`config.mk`:
```
export PLATFORM = sky130hd
export DESIGN_NAME = bitser_cpu_core
export DESIGN_NICKNAME = d
export VERILOG_FILES = /design/src/rtl/bitser_cpu_core_pkg.sv /design/src/rtl/bitser_cpu_core_alu_bit_p.sv /design/src/rtl/bitser_cpu_core.sv
export SDC_FILE = /design/constraint.sdc
export NUM_CORES = 1
export LEC_CHECK = 0
export ABC_AREA = 1
export CORE_ASPECT_RATIO = 0.7
export CORE_MARGIN = 2
export CORE_UTILIZATION = 30
export DETAILED_ROUTE_END_ITERATION = 6
export SETUP_SLACK_MARGIN = 0.4
export SLEW_MARGIN = 20
export SYNTH_ARGS = -nofsm -noshare
export SYNTH_HDL_FRONTEND = slang
export SYNTH_SLANG_ARGS = --single-unit
```
`constraint.sdc`:
```
create_clock -name clk -period 4.88 [get_ports clk]
set_input_delay 1.22 -clock clk [delete_from_list [all_inputs] [get_ports clk]]
set_output_delay 1.22 -clock clk [all_outputs]
set_load 0.05 [all_outputs]
```
`src/rtl/bitser_cpu_core_pkg.sv`:
```
// Shared types for the bit-serial accumulator core: opcodes, FSM states and
// instruction field positions.
package bitser_cpu_core_pkg;

    localparam int OPC_W      = 4;
    localparam int R_TYPE_BIT = 3;

    typedef enum logic [2:0] {
        OP_LOAD  = 3'd0,
        OP_ADD   = 3'd1,
        OP_SUB   = 3'd2,
        OP_AND   = 3'd3,
        OP_OR    = 3'd4,
        OP_XOR   = 3'd5,
        OP_STORE = 3'd6,
        OP_OUT   = 3'd7
    } opcode_e;

    typedef enum logic {
        S_IDLE = 1'b0,
        S_EXEC = 1'b1
    } state_e;

    function automatic logic is_alu_op(input opcode_e op);
        return (op == OP_ADD) || (op == OP_SUB) || (op == OP_AND) ||
               (op == OP_OR)  || (op == OP_XOR);
    endfunction

endpackage

```
`src/rtl/bitser_cpu_core_alu_bit_p.sv`:
```
// One-bit ALU slice with its carry flop; the carry is preset at instruction
// accept and advances only while a serial ALU op runs.
module alu_bit_p
    import bitser_cpu_core_pkg::*;
(
    input  logic    clk,
    input  logic    rst_n,
    input  logic    preset_i,
    input  logic    cin_i,
    input  logic    en_i,
    input  opcode_e op_i,
    input  logic    a_i,
    input  logic    b_i,
    output logic    res_o,
    output logic    cout_o
);

    logic carry_q;
    logic b_eff;

    // Subtraction is a + ~b + 1; the +1 arrives through the preset carry.
    assign b_eff = (op_i == OP_SUB) ? ~b_i : b_i;

    always_comb begin
        res_o  = b_i;
        cout_o = carry_q;
        unique case (op_i)
            OP_ADD, OP_SUB: begin
                res_o  = a_i ^ b_eff ^ carry_q;
                cout_o = (a_i & b_eff) | (carry_q & (a_i ^ b_eff));
            end
            OP_AND:  res_o = a_i & b_i;
            OP_OR:   res_o = a_i | b_i;
            OP_XOR:  res_o = a_i ^ b_i;
            default: res_o = b_i;
        endcase
    end

    // NOTE: sequential state uses non-blocking assignments so every flop
    // samples values from before the edge, independent of block ordering.
    always_ff @(posedge clk) begin
        if (!rst_n) begin
            carry_q <= 1'b0;
        end else if (preset_i) begin
            carry_q <= cin_i;
        end else if (en_i) begin
            carry_q <= cout_o;
        end
    end

endmodule

```
`src/rtl/bitser_cpu_core.sv`:
```
// Bit-serial accumulator CPU: valid/ready instruction intake, LSB-first ALU
// ops over WIDTH cycles, small register file, zero/carry flags, OUT strobe.
module bitser_cpu_core
    import bitser_cpu_core_pkg::*;
#(
    parameter  int WIDTH = 8,
    parameter  int NREGS = 4,
    localparam int IW    = WIDTH + 4
) (
    input  logic             clk,
    input  logic             rst_n,
    input  logic             instr_valid,
    input  logic [IW-1:0]    instr,
    output logic             instr_ready,
    output logic [WIDTH-1:0] out_result,
    output logic             out_valid,
    output logic [WIDTH-1:0] acc_q,
    output logic             flag_z,
    output logic             flag_c
);

    localparam int RW = (NREGS > 1) ? $clog2(NREGS) : 1;
    localparam int CW = $clog2(WIDTH);
    localparam logic [CW-1:0] CNT_LAST = CW'(WIDTH - 1);

    state_e               state_q, state_d;
    opcode_e              op_q, op_d;
    logic [RW-1:0]        idx_q, idx_d;
    logic [WIDTH-1:0]     opnd_q, opnd_d;
    logic [CW-1:0]        cnt_q, cnt_d;
    logic [WIDTH-1:0]     acc_d;
    logic                 flag_z_d, flag_c_d;
    logic [WIDTH-1:0]     out_result_d;
    logic                 out_valid_d;
    logic [WIDTH-1:0]     regs_q [NREGS];

    logic                 hs;
    logic                 exec;
    logic                 exec_alu;
    logic                 rf_we;
    logic                 alu_bit;
    logic                 alu_cout;

    opcode_e              instr_op;
    logic                 instr_is_r;
    logic [RW-1:0]        instr_idx;
    logic [WIDTH-1:0]     instr_imm;
    logic [WIDTH-1:0]     rd_val;

    assign instr_op   = opcode_e'(instr[2:0]);
    assign instr_is_r = instr[R_TYPE_BIT];
    assign instr_imm  = instr[IW-1:OPC_W];
    assign instr_idx  = instr[OPC_W +: RW];

    // Indices at or beyond NREGS never match, so they read as zero.
    always_comb begin
        rd_val = '0;
        for (int i = 0; i < NREGS; i++) begin
            if (instr_idx == RW'(i)) begin
                rd_val = regs_q[i];
            end
        end
    end

    // FSM: state register.
    always_ff @(posedge clk) begin
        if (!rst_n) begin
            state_q <= S_IDLE;
        end else begin
            state_q <= state_d;
        end
    end

    // FSM: next state.
    always_comb begin
        state_d = state_q;
        unique case (state_q)
            S_IDLE: if (hs) state_d = S_EXEC;
            S_EXEC: if (!is_alu_op(op_q) || (cnt_q == CNT_LAST)) state_d = S_IDLE;
            default: state_d = S_IDLE;
        endcase
    end

    // FSM: outputs.
    always_comb begin
        instr_ready = (state_q == S_IDLE) && rst_n;
        hs          = instr_ready && instr_valid;
        exec        = (state_q == S_EXEC);
        exec_alu    = exec && is_alu_op(op_q);
        rf_we       = exec && (op_q == OP_STORE);
    end

    alu_bit_p u_alu (
        .clk      (clk),
        .rst_n    (rst_n),
        .preset_i (hs),
        .cin_i    (instr_op == OP_SUB),
        .en_i     (exec_alu),
        .op_i     (op_q),
        .a_i      (acc_q[0]),
        .b_i      (opnd_q[0]),
        .res_o    (alu_bit),
        .cout_o   (alu_cout)
    );

    // NOTE: every signal gets a default before the case so no path leaves it
    // unassigned, which would otherwise infer a latch.
    always_comb begin
        op_d         = op_q;
        idx_d        = idx_q;
        opnd_d       = opnd_q;
        cnt_d        = cnt_q;
        acc_d        = acc_q;
        flag_z_d     = flag_z;
        flag_c_d     = flag_c;
        out_result_d = out_result;
        out_valid_d  = 1'b0;

        if (hs) begin
            op_d   = instr_op;
            idx_d  = instr_idx;
            opnd_d = instr_is_r ? rd_val : instr_imm;
            cnt_d  = '0;
        end else if (exec) begin
            unique case (op_q)
                OP_LOAD: begin
                    acc_d    = opnd_q;
                    flag_z_d = (opnd_q == '0);
                end
                OP_STORE: ;
                OP_OUT: begin
                    out_result_d = acc_q;
                    out_valid_d  = 1'b1;
                end
                default: begin
                    acc_d  = {alu_bit, acc_q[WIDTH-1:1]};
                    opnd_d = opnd_q >> 1;
                    cnt_d  = cnt_q + CW'(1);
                    if (cnt_q == CNT_LAST) begin
                        flag_z_d = (acc_d == '0);
                        if ((op_q == OP_ADD) || (op_q == OP_SUB)) begin
                            flag_c_d = alu_cout;
                        end
                    end
                end
            endcase
        end
    end

    always_ff @(posedge clk) begin
        if (!rst_n) begin
            op_q       <= OP_LOAD;
            idx_q      <= '0;
            opnd_q     <= '0;
            cnt_q      <= '0;
            acc_q      <= '0;
            flag_z     <= 1'b0;
            flag_c     <= 1'b0;
            out_result <= '0;
            out_valid  <= 1'b0;
        end else begin
            op_q       <= op_d;
            idx_q      <= idx_d;
            opnd_q     <= opnd_d;
            cnt_q      <= cnt_d;
            acc_q      <= acc_d;
            flag_z     <= flag_z_d;
            flag_c     <= flag_c_d;
            out_result <= out_result_d;
            out_valid  <= out_valid_d;
        end
    end

    // NOTE: the register file is architecturally cleared by reset, so it is
    // built from flops rather than a RAM macro that could not be reset.
    always_ff @(posedge clk) begin
        if (!rst_n) begin
            for (int i = 0; i < NREGS; i++) begin
                regs_q[i] <= '0;
            end
        end else if (rf_we) begin
            for (int i = 0; i < NREGS; i++) begin
                if (idx_q == RW'(i)) begin
                    regs_q[i] <= acc_q;
                end
            end
        end
    end

endmodule

```
==> Flow_metrics.wiki <==
{| class="wikitable"
! Metric !! Value
|-
| Number of nets produced by synthesis || 404
|-
| Register clock-pin slew on the reported worst setup and hold paths || around 0.060 ns
|-
| Antenna viol nets, final || 0
|-
| Critical Path Start Type || input pin
|-
| Startpoint of the worst-slack reg-to-reg timing path || op_q[0]$_SDFFE_PN0P_
|-
| Clock tree root driver cell || sky130_fd_sc_hd__clkbuf_16
|-
| Portion of the post-synthesis area used by sequential elements || 0.530
|-
| Number of optimization iterations in the first detailed-route pass || 5
|-
| Final wirelength || 8610 µm
|-
| Period utilisation layout || 0.762
|-
| Area growth from synthesis to layout || 23.7%
|-
| Initial antenna violation count || 0
|-
| Path type of the worst min-delay path || reg2reg
|-
| Path depth of the worst reg2reg path || 9
|-
| Commonest cells after routing, fill and taps aside || sky130_fd_sc_hd__nand2_1 (66), sky130_fd_sc_hd__nor2_1 (57), sky130_fd_sc_hd__inv_1 (43), sky130_fd_sc_hd__dfxtp_1 (37)
|-
| Max-capacitance violation count || 0
|-
| Final critical delay including setup and external delays || 3.72 ns
|-
| Placed standard-cell area || 3670 µm²
|-
| Hold path start || cnt_q[2]$_SDFFE_PP0P_
|-
| Final Worst Setup Slack || 1.16 ns
|-
| Slew Limit Headroom || 0.641
|-
| Pin count of the biggest net entering global routing || 32
|-
| Share of post-route cells with drive strength above 1 || 0.0729
|-
| Congestion Overflow GR || 0
|-
| Critical Path RT || approximately 3.7 ns
|-
| Effective utilization at floorplan || 0.309
|-
| Die span in y || 90.5 µm
|-
| Global placement routability congestion || 0.841
|-
| Detail Placement HPWL || 6240 µm
|-
| Register-to-Register Setup Slack || 3.02 ns
|-
| Clock sink count || a little under 70
|-
| Die area || 11600 µm²
|-
| Run status || finished, final reports clean
|-
| Maximum resistive drop on vdd || 0.184 mV
|-
| Synthesized instance count || 384
|-
| Hold buffers post-CTS || 0
|-
| Post-route setup TNS || 0 ns
|-
| Wire length per cell after detailed routing || 15.5 µm
|-
| Cell-by-cell listing of the critical path || clkdlybuf4s50_1 > buf_4 > inv_2 > nor2_2 > buf_4
|-
| Post-synthesis average cell area || around 8.4 µm²
|-
| Remaining DRCs || 0
|-
| Ports placed on the boundary || 35
|-
| Summed area of non-filler cells in the final layout || 3970 µm²
|-
| Hold Violations, Final || 0
|-
| Synthesis-stage register bit count || 69
|-
| Number of vias after detailed routing || 2750
|-
| Cell area after synthesis || around 3200 µm²
|-
| CTS tree || built
|-
| Post-cts repair resize count || 0
|-
| Lkg Pwr || roughly 1.5 nW
|-
| Number of buffers added by the clock tree synthesis step || 9
|-
| Worst setup slack before clock tree synthesis || 1.15 ns
|-
| Capturing element type of the critical path || output pin
|-
| Number of buffers on the longest clock path || 2
|-
| Worst hold path depth || 2
|-
| Hold Crit Endpoint || cnt_q[2]$_SDFFE_PP0P_
|-
| CP top delay family || buffers and inverters
|-
| Vias in the first global route || roughly 2600
|-
| Number of violations reported at the end of detailed-routing iteration 0 || 310
|-
| Library cell contributing the largest single delay on the critical path || sky130_fd_sc_hd__clkdlybuf4s50_1
|-
| CP max FO || 31
|-
| Worst endpoint data arrival time || about 2.5 ns
|-
| Standard-cell row count || 31
|-
| Width of the die || 128 µm
|-
| Most used cell along the critical path || sky130_fd_sc_hd__buf_4
|-
| Level count of the clock H-tree || 3
|-
| Max-slew violation count || 0
|-
| Launch point of the critical path || rst_n
|-
| Post-CTS setup buffer count || 0
|-
| Crit Reg-Reg Endpoint || flag_z$_SDFFE_PN0P_
|-
| Yosys warnings || 0
|-
| Final total power || 1.47 mW
|-
| Start-to-end type of the worst setup path || in2out
|-
| Worst Path Buf+Inv || 4
|-
| Post-Route Skew || 0.00688 ns
|-
| Quantity of I/O buffers inserted on ports || 34
|-
| DR vias/cell || 4.94
|-
| Fill cell count || 1052
|-
| Largest stage delay, worst path || 0.46 ns
|-
| Slew at the pin with the worst max-slew slack || ~0.54 ns
|-
| Final setup violation count || 0
|-
| Diode count || 0
|-
| Unique cell type count in the Yosys netlist || 32
|-
| Core region area || 10400 µm²
|-
| Unrepaired setup endpoints after global routing || no
|-
| Clk Latency, worst-skew pair || ~0.33 ns
|-
| P per Cell Area || 369 nW/µm²
|-
| Final core area utilization || 0.382
|-
| Layout net count || 440
|-
| Global-route wire length before repair || 14100 µm
|-
| GRT Util Overall || 0.158
|-
| FMAX || ~270 MHz
|-
| Leading cell type in the layout, fill and taps excluded || sky130_fd_sc_hd__nand2_1
|}
==> cells in the mapped netlist, drive strengths merged <==
library cell | n | area share
o22ai | 4 | 0.0078
a21oi | 33 | 0.051
nand4 | 11 | 0.021
nand2 | 71 | 0.090
edfxtp | 32 | 0.30
a31oi | 1 | 0.0020
a211oi | 1 | 0.0023
o31ai | 1 | 0.0023
nor2 | 60 | 0.073
fa | 1 | 0.0062
clkbuf | 5 | 0.0062
xor2 | 1 | 0.0027
inv | 45 | 0.053
o211ai | 9 | 0.021
nor3 | 3 | 0.0082
nand3b | 3 | 0.0070
a21boi | 1 | 0.0023
nand3 | 19 | 0.030
o21a | 1 | 0.0023
buf | 5 | 0.0086
ha | 4 | 0.016
or2 | 3 | 0.0058
o21ai | 33 | 0.051
dfxtp | 37 | 0.23
==> cells by family (layout without fill, tap and decap cells) <==
kind of cell,after synthesis,count (layout),share of synthesized area
fa+ha+maj,5,5,0.0218
xor+xnor,1,1,0.00273
simple gates,170,170,0.235
flops,69,69,0.530
buf+inv,55,96,0.0674
compound gates,84,84,0.143
==> report_power, final <==
part           total [mW]  internal (mW)  switching [mW]
Sequential          0.651          0.630          0.0214
Clock               0.634          0.379           0.254
Combinational       0.181         0.0566           0.125
Total                1.47           1.07           0.400
==> state kept, by name, indices dropped and copies added, names as in the netlist <==
register,count
exec,1
opnd_q,8
cnt_q,3
regs_q,32
flag_z,1
flag_c,1
u_alu.carry_q,1
idx_q,2
acc_q,8
op_q,3
out_result,8
out_valid,1
==> worst max-delay path by stage <==
stage	cells after the start	endpoint
6_report	5	instr_ready
5_1_grt	5	instr_ready
4_1_cts	5	instr_ready
3_5_place_dp	5	instr_ready
3_3_place_gp	5	instr_ready
2_1_floorplan	2	instr_ready
==> worst register-to-register path, cell delays in order, from the launching register on <==
cell and delay (ns):
sky130_fd_sc_hd__dfxtp_1 0.47, sky130_fd_sc_hd__inv_1 0.13, sky130_fd_sc_hd__nand3_1 0.11, sky130_fd_sc_hd__xor2_1 0.20, sky130_fd_sc_hd__fa_1 0.42, sky130_fd_sc_hd__nand4_1 0.13, sky130_fd_sc_hd__nand2_1 0.06, sky130_fd_sc_hd__nor2_1 0.08
sky130_fd_sc_hd__nand3_1 0.07, sky130_fd_sc_hd__a21oi_1 0.12
==> routing by layer <==
metal | wire length (µm) | GRT usage | part of all wire
met1 | 4610 | 0.263 | 0.54
met3 | 691 | 0.0350 | 0.080
met4 | 48 | 0.0375 | 0.0056
met2 | 3260 | 0.197 | 0.38
met5 | 0 | 0 | 0
==> area by class of cell <==
type                            instances  area [µm²]  area share
Multi-Input combinational cell        260        1290       0.325
Sequential cell                        69        1700       0.429
Tap cell                              132         165      0.0416
Clock buffer                           11         254      0.0640
Clock inverter                          5        42.5      0.0107
Inverter                               45         169      0.0426
Timing Repair Buffer                   35         345      0.0870
==> metrics by stage <==
step                hold slack, ns  std cells
finish                       0.479        557
global route                 0.496        557
CTS                          0.478        557
detailed placement           0.468        541
global placement             0.452        541
floorplan                    0.444        384
(Power assumes the default switching activity.)
